<file path="src/rtl/uart_pkg.sv">
// Shared definitions for the UART receive path: data width and the
// capture FSM state encoding used by the receive controller.
package uart_pkg;

   localparam int DATA_W = 8;

   typedef enum logic [1:0] {
      S_IDLE = 2'b00,
      S_CLR  = 2'b01,
      S_WAIT = 2'b10
   } cap_state_t;

endpackage

</file>
<file path="src/rtl/uart_rx_ctrl_if.sv">
// Consumer-facing bus of the receive controller: byte stream with
// valid/ready, occupancy, overrun status/clear and the line-idle event.
interface uart_rx_ctrl_if #(
   parameter int DEPTH = 8
);

   localparam int CNT_W = $clog2(DEPTH) + 1;

   logic [uart_pkg::DATA_W-1:0] m_data;
   logic                        m_valid;
   logic                        m_ready;
   logic [CNT_W-1:0]            count;
   logic                        overrun;
   logic                        ovr_clr;
   logic                        idle_irq;

   modport master (
      output m_data, m_valid, count, overrun, idle_irq,
      input  m_ready, ovr_clr
   );

   modport slave (
      input  m_data, m_valid, count, overrun, idle_irq,
      output m_ready, ovr_clr
   );

endinterface

</file>
<file path="src/rtl/uart_rx_fifo.sv">
// First-word fall-through byte FIFO; the head byte reads as zero while empty
// so the output is well defined after reset without clearing the storage.
module uart_rx_fifo
   import uart_pkg::*;
#(
   parameter int DEPTH = 8
) (
   input  logic                       clk,
   input  logic                       rst_n,
   input  logic                       push,
   input  logic [DATA_W-1:0]          wdata,
   input  logic                       pop,
   output logic [DATA_W-1:0]          rdata,
   output logic [$clog2(DEPTH):0]     count,
   output logic                       empty,
   output logic                       full
);

   localparam int PTR_W = $clog2(DEPTH);
   localparam int CNT_W = PTR_W + 1;

   logic [DATA_W-1:0] mem [DEPTH];
   logic [PTR_W-1:0]  wptr;
   logic [PTR_W-1:0]  rptr;
   logic [CNT_W-1:0]  cnt;

   always_ff @(posedge clk) begin
      if (push) mem[wptr] <= wdata;
   end

   always_ff @(posedge clk or negedge rst_n) begin
      if (!rst_n) begin
         wptr <= '0;
         rptr <= '0;
         cnt  <= '0;
      end else begin
         if (push) wptr <= wptr + 1'b1;
         if (pop)  rptr <= rptr + 1'b1;
         case ({push, pop})
            2'b10:   cnt <= cnt + 1'b1;
            2'b01:   cnt <= cnt - 1'b1;
            default: cnt <= cnt;
         endcase
      end
   end

   assign empty = (cnt == '0);
   assign full  = (cnt == CNT_W'(DEPTH));
   assign count = cnt;
   assign rdata = empty ? '0 : mem[rptr];

endmodule

</file>
<file path="src/rtl/uart_rx_ctrl.sv">
// Receive-side controller: acknowledges the UART receiver, buffers bytes,
// tracks overrun and signals when buffered data sits unread on an idle line.
module uart_rx_ctrl
   import uart_pkg::*;
#(
   parameter int DEPTH      = 8,
   parameter int IDLE_TICKS = 160
) (
   input  logic              clk,
   input  logic              rst_n,
   input  logic              baud_tick2,
   input  logic              rx_line,
   input  logic [DATA_W-1:0] rx_data,
   input  logic              rx_rdy,
   output logic              rx_rdy_clr,
   uart_rx_ctrl_if.master    m
);

   localparam int TMR_W = $clog2(IDLE_TICKS + 1);

   cap_state_t       state;
   logic             capture;
   logic             push;
   logic             pop;
   logic             drop;
   logic             full;
   logic             empty;
   logic             ovr_q;
   logic             irq_q;
   logic             armed;
   logic [TMR_W-1:0] timer;

   // S_WAIT may see a fresh byte completed in the same cycle as the clear
   assign capture = rx_rdy && ((state == S_IDLE) || (state == S_WAIT));
   assign pop     = m.m_valid && m.m_ready;
   assign push    = capture && (!full || pop);
   assign drop    = capture && full && !pop;

   uart_rx_fifo #(.DEPTH(DEPTH)) u_fifo (
      .clk   (clk),
      .rst_n (rst_n),
      .push  (push),
      .wdata (rx_data),
      .pop   (pop),
      .rdata (m.m_data),
      .count (m.count),
      .empty (empty),
      .full  (full)
   );

   always_ff @(posedge clk or negedge rst_n) begin
      if (!rst_n) begin
         state      <= S_IDLE;
         rx_rdy_clr <= 1'b0;
      end else begin
         rx_rdy_clr <= 1'b0;
         case (state)
            S_IDLE: begin
               if (rx_rdy) begin
                  rx_rdy_clr <= 1'b1;
                  state      <= S_CLR;
               end
            end
            S_CLR:  state <= S_WAIT;
            S_WAIT: begin
               if (rx_rdy) begin
                  rx_rdy_clr <= 1'b1;
                  state      <= S_CLR;
               end else begin
                  state <= S_IDLE;
               end
            end
            default: state <= S_IDLE;
         endcase
      end
   end

   always_ff @(posedge clk or negedge rst_n) begin
      if (!rst_n)       ovr_q <= 1'b0;
      else if (drop)    ovr_q <= 1'b1;
      else if (m.ovr_clr) ovr_q <= 1'b0;
   end

   // Timer disarms after firing so a quiet line yields one event per push
   always_ff @(posedge clk or negedge rst_n) begin
      if (!rst_n) begin
         timer <= '0;
         armed <= 1'b1;
         irq_q <= 1'b0;
      end else begin
         irq_q <= 1'b0;
         if (push) begin
            timer <= '0;
            armed <= 1'b1;
         end else if (pop || !rx_line || empty) begin
            timer <= '0;
         end else if (baud_tick2 && armed) begin
            if (timer == TMR_W'(IDLE_TICKS - 1)) begin
               timer <= TMR_W'(IDLE_TICKS);
               irq_q <= 1'b1;
               armed <= 1'b0;
            end else begin
               timer <= timer + 1'b1;
            end
         end
      end
   end

   assign m.m_valid  = !empty;
   assign m.overrun  = ovr_q;
   assign m.idle_irq = irq_q;

endmodule

</file>
<file path="src/flat_wrapper.sv">
// flat-port wrapper written by rule: the top's interface ports become plain ports
module uart_rx_ctrl_flat import uart_pkg::*;
#(
   parameter int DEPTH      = 8,
   parameter int IDLE_TICKS = 160
)
  (clk, rst_n, baud_tick2, rx_line, rx_data, rx_rdy, rx_rdy_clr, m_m_data, m_m_valid, m_count, m_overrun, m_idle_irq, m_m_ready, m_ovr_clr);
  uart_rx_ctrl_if #(.DEPTH(DEPTH)) m_i ();
  input  logic clk;
  input  logic rst_n;
  input  logic baud_tick2;
  input  logic rx_line;
  input  logic [DATA_W-1:0] rx_data;
  input  logic rx_rdy;
  output logic rx_rdy_clr;
  output wire logic [$bits(m_i.m_data)-1:0] m_m_data;
  output wire logic [$bits(m_i.m_valid)-1:0] m_m_valid;
  output wire logic [$bits(m_i.count)-1:0] m_count;
  output wire logic [$bits(m_i.overrun)-1:0] m_overrun;
  output wire logic [$bits(m_i.idle_irq)-1:0] m_idle_irq;
  input wire logic [$bits(m_i.m_ready)-1:0] m_m_ready;
  input wire logic [$bits(m_i.ovr_clr)-1:0] m_ovr_clr;
  assign m_m_data = m_i.m_data;
  assign m_m_valid = m_i.m_valid;
  assign m_count = m_i.count;
  assign m_overrun = m_i.overrun;
  assign m_idle_irq = m_i.idle_irq;
  assign m_i.m_ready = m_m_ready;
  assign m_i.ovr_clr = m_ovr_clr;
  uart_rx_ctrl #(.DEPTH(DEPTH), .IDLE_TICKS(IDLE_TICKS)) u_core (.clk(clk), .rst_n(rst_n), .baud_tick2(baud_tick2), .rx_line(rx_line), .rx_data(rx_data), .rx_rdy(rx_rdy), .rx_rdy_clr(rx_rdy_clr), .m(m_i));
endmodule
</file>
<file path="config.mk">
export PLATFORM = sky130hd
export DESIGN_NAME = uart_rx_ctrl_flat
export DESIGN_NICKNAME = d
export VERILOG_FILES = /design/src/rtl/uart_pkg.sv /design/src/rtl/uart_rx_ctrl_if.sv /design/src/rtl/uart_rx_fifo.sv /design/src/rtl/uart_rx_ctrl.sv /design/src/flat_wrapper.sv
export SDC_FILE = /design/constraint.sdc
export NUM_CORES = 1
export LEC_CHECK = 0
export CAP_MARGIN = 10
export CORE_MARGIN = 2
export CORE_UTILIZATION = 50
export CTS_CLUSTER_SIZE = 30
export DETAILED_ROUTE_END_ITERATION = 8
export PLACE_DENSITY = 0.7
export SYNTH_ARGS = -nofsm -noshare
export SYNTH_HDL_FRONTEND = slang
export SYNTH_HIERARCHICAL = 1
export SYNTH_SLANG_ARGS = --single-unit
</file>
<file path="constraint.sdc">
create_clock -name clk -period 3.3 [get_ports clk]
set_clock_uncertainty 0.2 [all_clocks]
set_input_delay 0.99 -clock clk [delete_from_list [all_inputs] [get_ports clk]]
set_output_delay 0.99 -clock clk [all_outputs]
set_load 0.005 [all_outputs]
</file>
== Yosys cells after proc, flatten, opt, wreduce, memory -nomap -nowiden ==
Memory sizes are Yosys's and may differ from the RTL's.
Cells that the tools add are included.

* Bits in registers: 24
* Bits in latches: 0
* Bits in read-only memories: 0
* Memories kept: 1
* Output and inout port bits: 16
* Memory bits (writable): 64
* Logic and storage cells: 69
* Input port bits: 15

{| class="wikitable"
|+ Memories
! memory !! depth !! width !! read ports !! clocked after memory_dff !! write ports !! RTL line !! source
|-
| u_core.u_fifo.mem || 8 || 8 || 1 || 0 || 1 || uart_rx_fifo.sv:22 || <nowiki>logic [DATA_W-1:0] mem [DEPTH];</nowiki>
|}

* Div/mod/pow operators: 0
* Equality and inequality tests: 8
* Bitwise gates (word level): 0
* Reductions and logical operators: 23
* $mul: 0
* $add $sub $neg: 5
* Magnitude comparators: 0
* Mux-type cells: 23
* Shift-type cells: 0

{| class="wikitable"
|+ Operators with widths
! kind !! count
|-
| 8-bit two-way mux || 5
|-
| 1-bit two-way mux || 15
|-
| 8-bit by 1-bit adder with 8-bit output (second input constant) || 1
|-
| 8-bit equality test (second input constant) || 1
|-
| 4-bit one-hot mux with 2 select lines || 1
|-
| 2-bit nonzero test || 4
|-
| 3-bit by 1-bit adder with 3-bit output (second input constant) || 2
|-
| 1-bit logical AND || 6
|-
| 2-bit one-hot mux with 3 select lines || 1
|-
| 4-bit by 1-bit adder with 4-bit output (second input constant) || 1
|-
| 2-bit by 1-bit equality test with 1-bit output (second input constant) || 2
|-
| 2-bit equality test (second input constant) || 2
|-
| 4-bit equality test (second input constant) || 1
|-
| 1-bit logical NOT || 4
|-
| 4-bit logical NOT || 1
|-
| 1-bit logical OR || 4
|-
| 2-bit inequality test (second input constant) || 2
|-
| 4-bit by 1-bit subtractor with 4-bit output (second input constant) || 1
|-
| 3-bit AND reduction || 1
|-
| 3-bit nonzero test || 1
|-
| 2-bit logical NOT || 1
|-
| 2-bit two-way mux || 1
|-
| 2-bit OR reduction || 1
|}

== Logic depth before layout (Yosys ltp) ==
* Word-level depth: 7
* Gate-level depth with buffers: 12
* Depth with buffers taken out: 11

== Hierarchy ==
The synthesis kept the hierarchy.

{| class="wikitable"
|+ By module, submodules not included
! module !! sequential area each (um^2) !! cells an instance !! area an instance (um^2) !! instances
|-
| uart_rx_fifo || 2172.1 || 157 || 3062.9 || 1
|-
| uart_rx_ctrl || 326.6 || 63 || 639.4 || 1
|}

== Least setup slack after synthesis ==
OpenSTA, ideal clock, no wires.

* Path type: input port to flip-flop
* Start: in rx_rdy
* End: reg u_core.u_fifo.cnt[2], in the netlist u_core/u_fifo/count[2]
* Library setup time: 134 ps
* Setup slack: 55 ps
* Stages on the path: 10
* Required time: 2966 ps
* Data arrival time: 2911 ps
* Path buffers: 0
* Cells stage by stage: nor2b_1 a21boi_0 inv_1 ha_1 xor2_1 ha_1 a21oi_1 xor2_1 nor2_1 xor2_1

* Cells in the longest elaborated chain, start to end: 4
* Elaborated cells between the ends (all ways): 6
* Classes of those cells: 2 x eq/ne; 1 x mux; 3 x reduce/logical

{| class="wikitable"
|+ RTL lines
! item !! RTL line !! source
|-
| from (decl) || flat_wrapper.sv:14 || <nowiki>input logic rx_rdy;</nowiki>
|-
| 1-bit logical AND (*) || uart_rx_ctrl.sv:34 || <nowiki>assign capture = rx_rdy && ((state == S_IDLE) || (state == S_WAIT));</nowiki>
|-
| 1-bit logical AND (*) || uart_rx_ctrl.sv:36 || <nowiki>assign push = capture && (!full || pop);</nowiki>
|-
| named net u_core.push || uart_rx_ctrl.sv:23 || <nowiki>logic push;</nowiki>
|-
| 2-bit by 1-bit equality test with 1-bit output / 2-bit equality test (equally long branches) || uart_rx_fifo.sv:39 || <nowiki>case ({push, pop})</nowiki>
|-
| 4-bit one-hot mux with 2 select lines / 2-bit nonzero test (equally long branches) || -- ||
|-
| to (signal assigned) || uart_rx_fifo.sv:40 || <nowiki>2'b10: cnt <= cnt + 1'b1;</nowiki>
|-
| to (signal assigned) || uart_rx_fifo.sv:41 || <nowiki>2'b01: cnt <= cnt - 1'b1;</nowiki>
|-
| to (signal assigned) || uart_rx_fifo.sv:42 || <nowiki>default: cnt <= cnt;</nowiki>
|-
| to (decl) || uart_rx_fifo.sv:25 || <nowiki>logic [CNT_W-1:0] cnt;</nowiki>
|}

Mark *: on every way through the listed nets, which the timed path passes. The rest lies on a longest branch.
A chain may end at the register's enable or synchronous reset.

== Worst setup path in the final report ==
* Start: reg u_core.u_fifo.rptr[0]
* End: out m_m_data[1]

* Cells in the longest elaborated chain, start to end: 2

{| class="wikitable"
|+ RTL lines
! item !! RTL line !! source
|-
| from (decl) || uart_rx_fifo.sv:24 || <nowiki>logic [PTR_W-1:0] rptr;</nowiki>
|-
| from (signal assigned) || uart_rx_fifo.sv:38 || <nowiki>if (pop) rptr <= rptr + 1'b1;</nowiki>
|-
| memory 8 x 8 bit || -- ||
|-
| 8-bit two-way mux || uart_rx_fifo.sv:50 || <nowiki>assign rdata = empty ? '0 : mem[rptr];</nowiki>
|-
| to (decl) || flat_wrapper.sv:16 || <nowiki>output wire logic [$bits(m_i.m_data)-1:0] m_m_data;</nowiki>
|}

Every way passes these cells.

==> flow_summary.toml <==
[die]
start_util_pct = 51.3
die_y_um = 90.1
die_area_sq_um = 8110
io_pins = 31
core_area_sq_um = 7210
die_w_um = 90.1
fp-row-count = 31

[clocking]
clk_latency_ns = 0.36
cts_tree = "built"
cts_buffers = 9
htreeDepth = 3
clock-sinks = 87
root_buffer = "clkbuf_8"
path_clk_slew_ns = 0.09
ctsLongestPathBuffers = 2

[setup_path]
cp_cell_sequence = "buf_12 -> mux4_2 -> mux2i_1 -> nor2_1 -> clkdlybuf4s50_1"
critPathBufInv = 2
reg2reg_slack_ns = 0.60
crit_family = "multiplexers"
critPathCaptureType = "output port"
critical-path-max-stage-delay_ns = 0.49
start_kind = "flip-flop"
arrival_ns = 2.05
worstSetupPathType = "reg -> out"
path_max_fanout = 7
slowest_stage = "mux4_2"
required_ns = 2.11

[cells_and_area]
final_util_pct = 63.2
final_cells = 392
antenna_cells = 0
nets = 309
area_delta_synth_final_pct = 23.2
num-fill-cells = 532
drive_gt1_share_pct = 25.3

[placement]
dpl.cell_count = 364
portBuffers = 30
dp_hpwl_um = 4210
place_congestion = 0.719

[power_and_ir_drop]
p_leak_nw = 1.67
fin_total_pwr_w = 0.00347
irDropWorstVdd_uv = 306
powerDensity_nw_per_um2 = 760

[timing]
setup_tns_ns = 0
max_slew.worst_pin.slew_ns = 0.501
timing.fmax_ghz = 0.308
period_share_pct = 98.3
finalHoldViolations = 0
slew_violations = 0
slew_headroom_pct = 66.1
finalSetupViolCount = 0
fin_crit_ns = 3.24

[routing]
wire_per_inst_um = 17.1
drt-total-wl_um = 6680
drc = 0
drt_iter0_drc = 157
ant_nets = 0
dr.pass1.iters = 4
vias = 2083
vias_per_cell = 5.31

[grt]
grt_pass1_wl_um = 10500
grt_overflow = 0
grt_pass1_vias = 2019
grt_max_degree = 24
grt_usage_pct = 16.8
grt_antenna_before_repair = 0

[yosys]
ys_seq_elements = 87
avgSynthCellArea_sq_um = 16.8
async_flop_share_pct = 26.4
mappedNetlistArea_sq_um = 3700
yosysWarnings = 6
seq_area_frac_synth_pct = 67.5
syn_nets = 241
synth_edf_count = 64
synth_flop_cell = "edfxtp_1"
synth_cell_types = 43
synth_cells = 220

[run]
maxCapViolCount = 0

[worst_hold_path]
hp-class = "reg -> reg"

[outcome]
status = "finished clean"
[area by class of cell]
cell class	instances	area [sq um]	area share, %
tap	99	124	2.72
multi-input combinational	119	1100	24.2
clock buffer	10	128	2.80
clock inverter	6	68.8	1.51
inverter	6	22.5	0.494
sequential	87	2500	54.8
timing repair buffer	65	616	13.5
[logic make-up (layout without fill, tap and decap cells)]
| family | count (synthesis) | count (layout) | share of synthesized area (%) |
|---|---|---|---|
| xor gates and xnor gates | 11 | 11 | 2.60 |
| AOI/OAI and AO/OA | 18 | 18 | 3.18 |
| adders and majority gates | 6 | 6 | 2.03 |
| and+or+nand+nor | 56 | 56 | 8.62 |
| buffers and inverters | 14 | 87 | 2.30 |
| DFF | 87 | 87 | 67.5 |
| muxes | 28 | 28 | 13.8 |
[layer usage]
metal  part of all wire [%]  track usage [%]  vias to the layer above
met4                    2.0             7.69                        0
met3                    2.9             2.60                       11
li1                       -                -                      981
met1                     47             23.6                     1055
met5                      0                0                        -
met2                     48             26.2                       36
[synth_stat cells (2+ instances only)]
cell type | count | area [sq um]
edfxtp_1 | 64 | 1920
dfrtp_1 | 22 | 551
nor2_1 | 16 | 60.1
nand2_1 | 10 | 37.5
mux2i_1 | 9 | 90.1
mux4_2 | 9 | 203
mux4_1 | 7 | 184
xor2_1 | 7 | 61.3
a21oi_1 | 6 | 30.0
ha_1 | 6 | 75.1
inv_1 | 6 | 22.5
nand2b_1 | 5 | 31.3
nor3_1 | 4 | 20.0
o21ai_0 | 4 | 20.0
xnor2_1 | 4 | 35.0
buf_2 | 3 | 15.0
mux2_2 | 3 | 33.8
nor2b_1 | 3 | 18.8
and2_1 | 2 | 12.5
nand3_1 | 2 | 10.0
nand3_2 | 2 | 20.0
nor4b_1 | 2 | 17.5
o31ai_1 | 2 | 15.0
or3_1 | 2 | 12.5
or4_1 | 2 | 15.0
[timing repair]
item	CTS	global route
cloned	0	1
hold endpoints to repair	0	0
hold buffers	0	0
setup buffers	2	9
endpoints found under the setup margin	8	2
pin swaps	0	1
resized for setup	10	6
[worst register-to-register path: stages (launching register included)]
cell and delay, ns:
dfrtp_1 0.55, nor4_4 0.09, buf_4 0.16, nand2b_1 0.15, a21boi_0 0.24, inv_1 0.10, buf_4 0.14, ha_1 0.35
nor4b_1 0.28, a41oi_1 0.07, o41ai_1 0.11, xor2_1 0.17
[cells in the final DEF (no fill, tap or decap), types with 2 or more instances in the layout]
cell	n
nor2_1	16
or3_1	2
xor2_1	7
and2_1	2
mux2_2	3
edfxtp_1	64
o21ai_0	4
nor4b_1	2
inv_1	6
nand3_2	2
a21oi_1	6
nand3_1	2
clkbuf_8	9
dfrtp_1	21
nor2b_1	3
mux4_1	2
clkinvlp_4	2
o31ai_1	2
buf_4	31
xnor2_1	4
nand2b_1	5
mux2i_1	8
clkdlybuf4s50_1	23
buf_12	3
clkdlybuf4s15_1	2
ha_1	6
or4_1	2
nor3_1	4
dlygate4sd2_1	4
mux4_2	14
nand2_1	10
[through the flow]
stage                     area, sq um  hold WS, ns  worst slack [ns]
after CTS                        4460        0.253           0.00132
after global placement           4260        0.250           -0.0234
after global routing             4560        0.280          -0.00153
final                            4560        0.246            0.0561
after detailed placement         4260        0.238            -0.105
after floorplan                  3700        0.217            0.0555
[final timing paths]
kind	startpoint	cells after the start	endpoint
max	u_core/u_fifo/rptr[0]	5	m_m_data[1]
min	u_core/state[0]	1	u_core/state[0]
max reg2reg	u_core/u_fifo/count[0]	11	u_core/u_fifo/count[3]
min reg2reg	u_core/state[0]	1	u_core/state[0]
max in group asynchronous	rst_n	2	u_core/armed
min in group asynchronous	rst_n	2	u_core/m.overrun
[where the power goes]
| group | switching (W) | internal (W) |
|---|---|---|
| clock | 0.000376 | 0.000355 |
| combinational | 0.000493 | 0.000761 |
| sequential | 0.000149 | 0.00133 |
[flip-flops by register name, indices dropped and copies added, names as in the netlist]
register and cells:
u_core/m.overrun 1, u_core/u_fifo/count 4, u_core/timer 8, u_core/m.idle_irq 1, u_core/rx_rdy_clr 1, u_core/armed 1
u_core/state 1, u_core/u_fifo/wptr 3, u_core/u_fifo/rptr 3, u_core/u_fifo/mem 64
(Power assumes the default switching activity.)
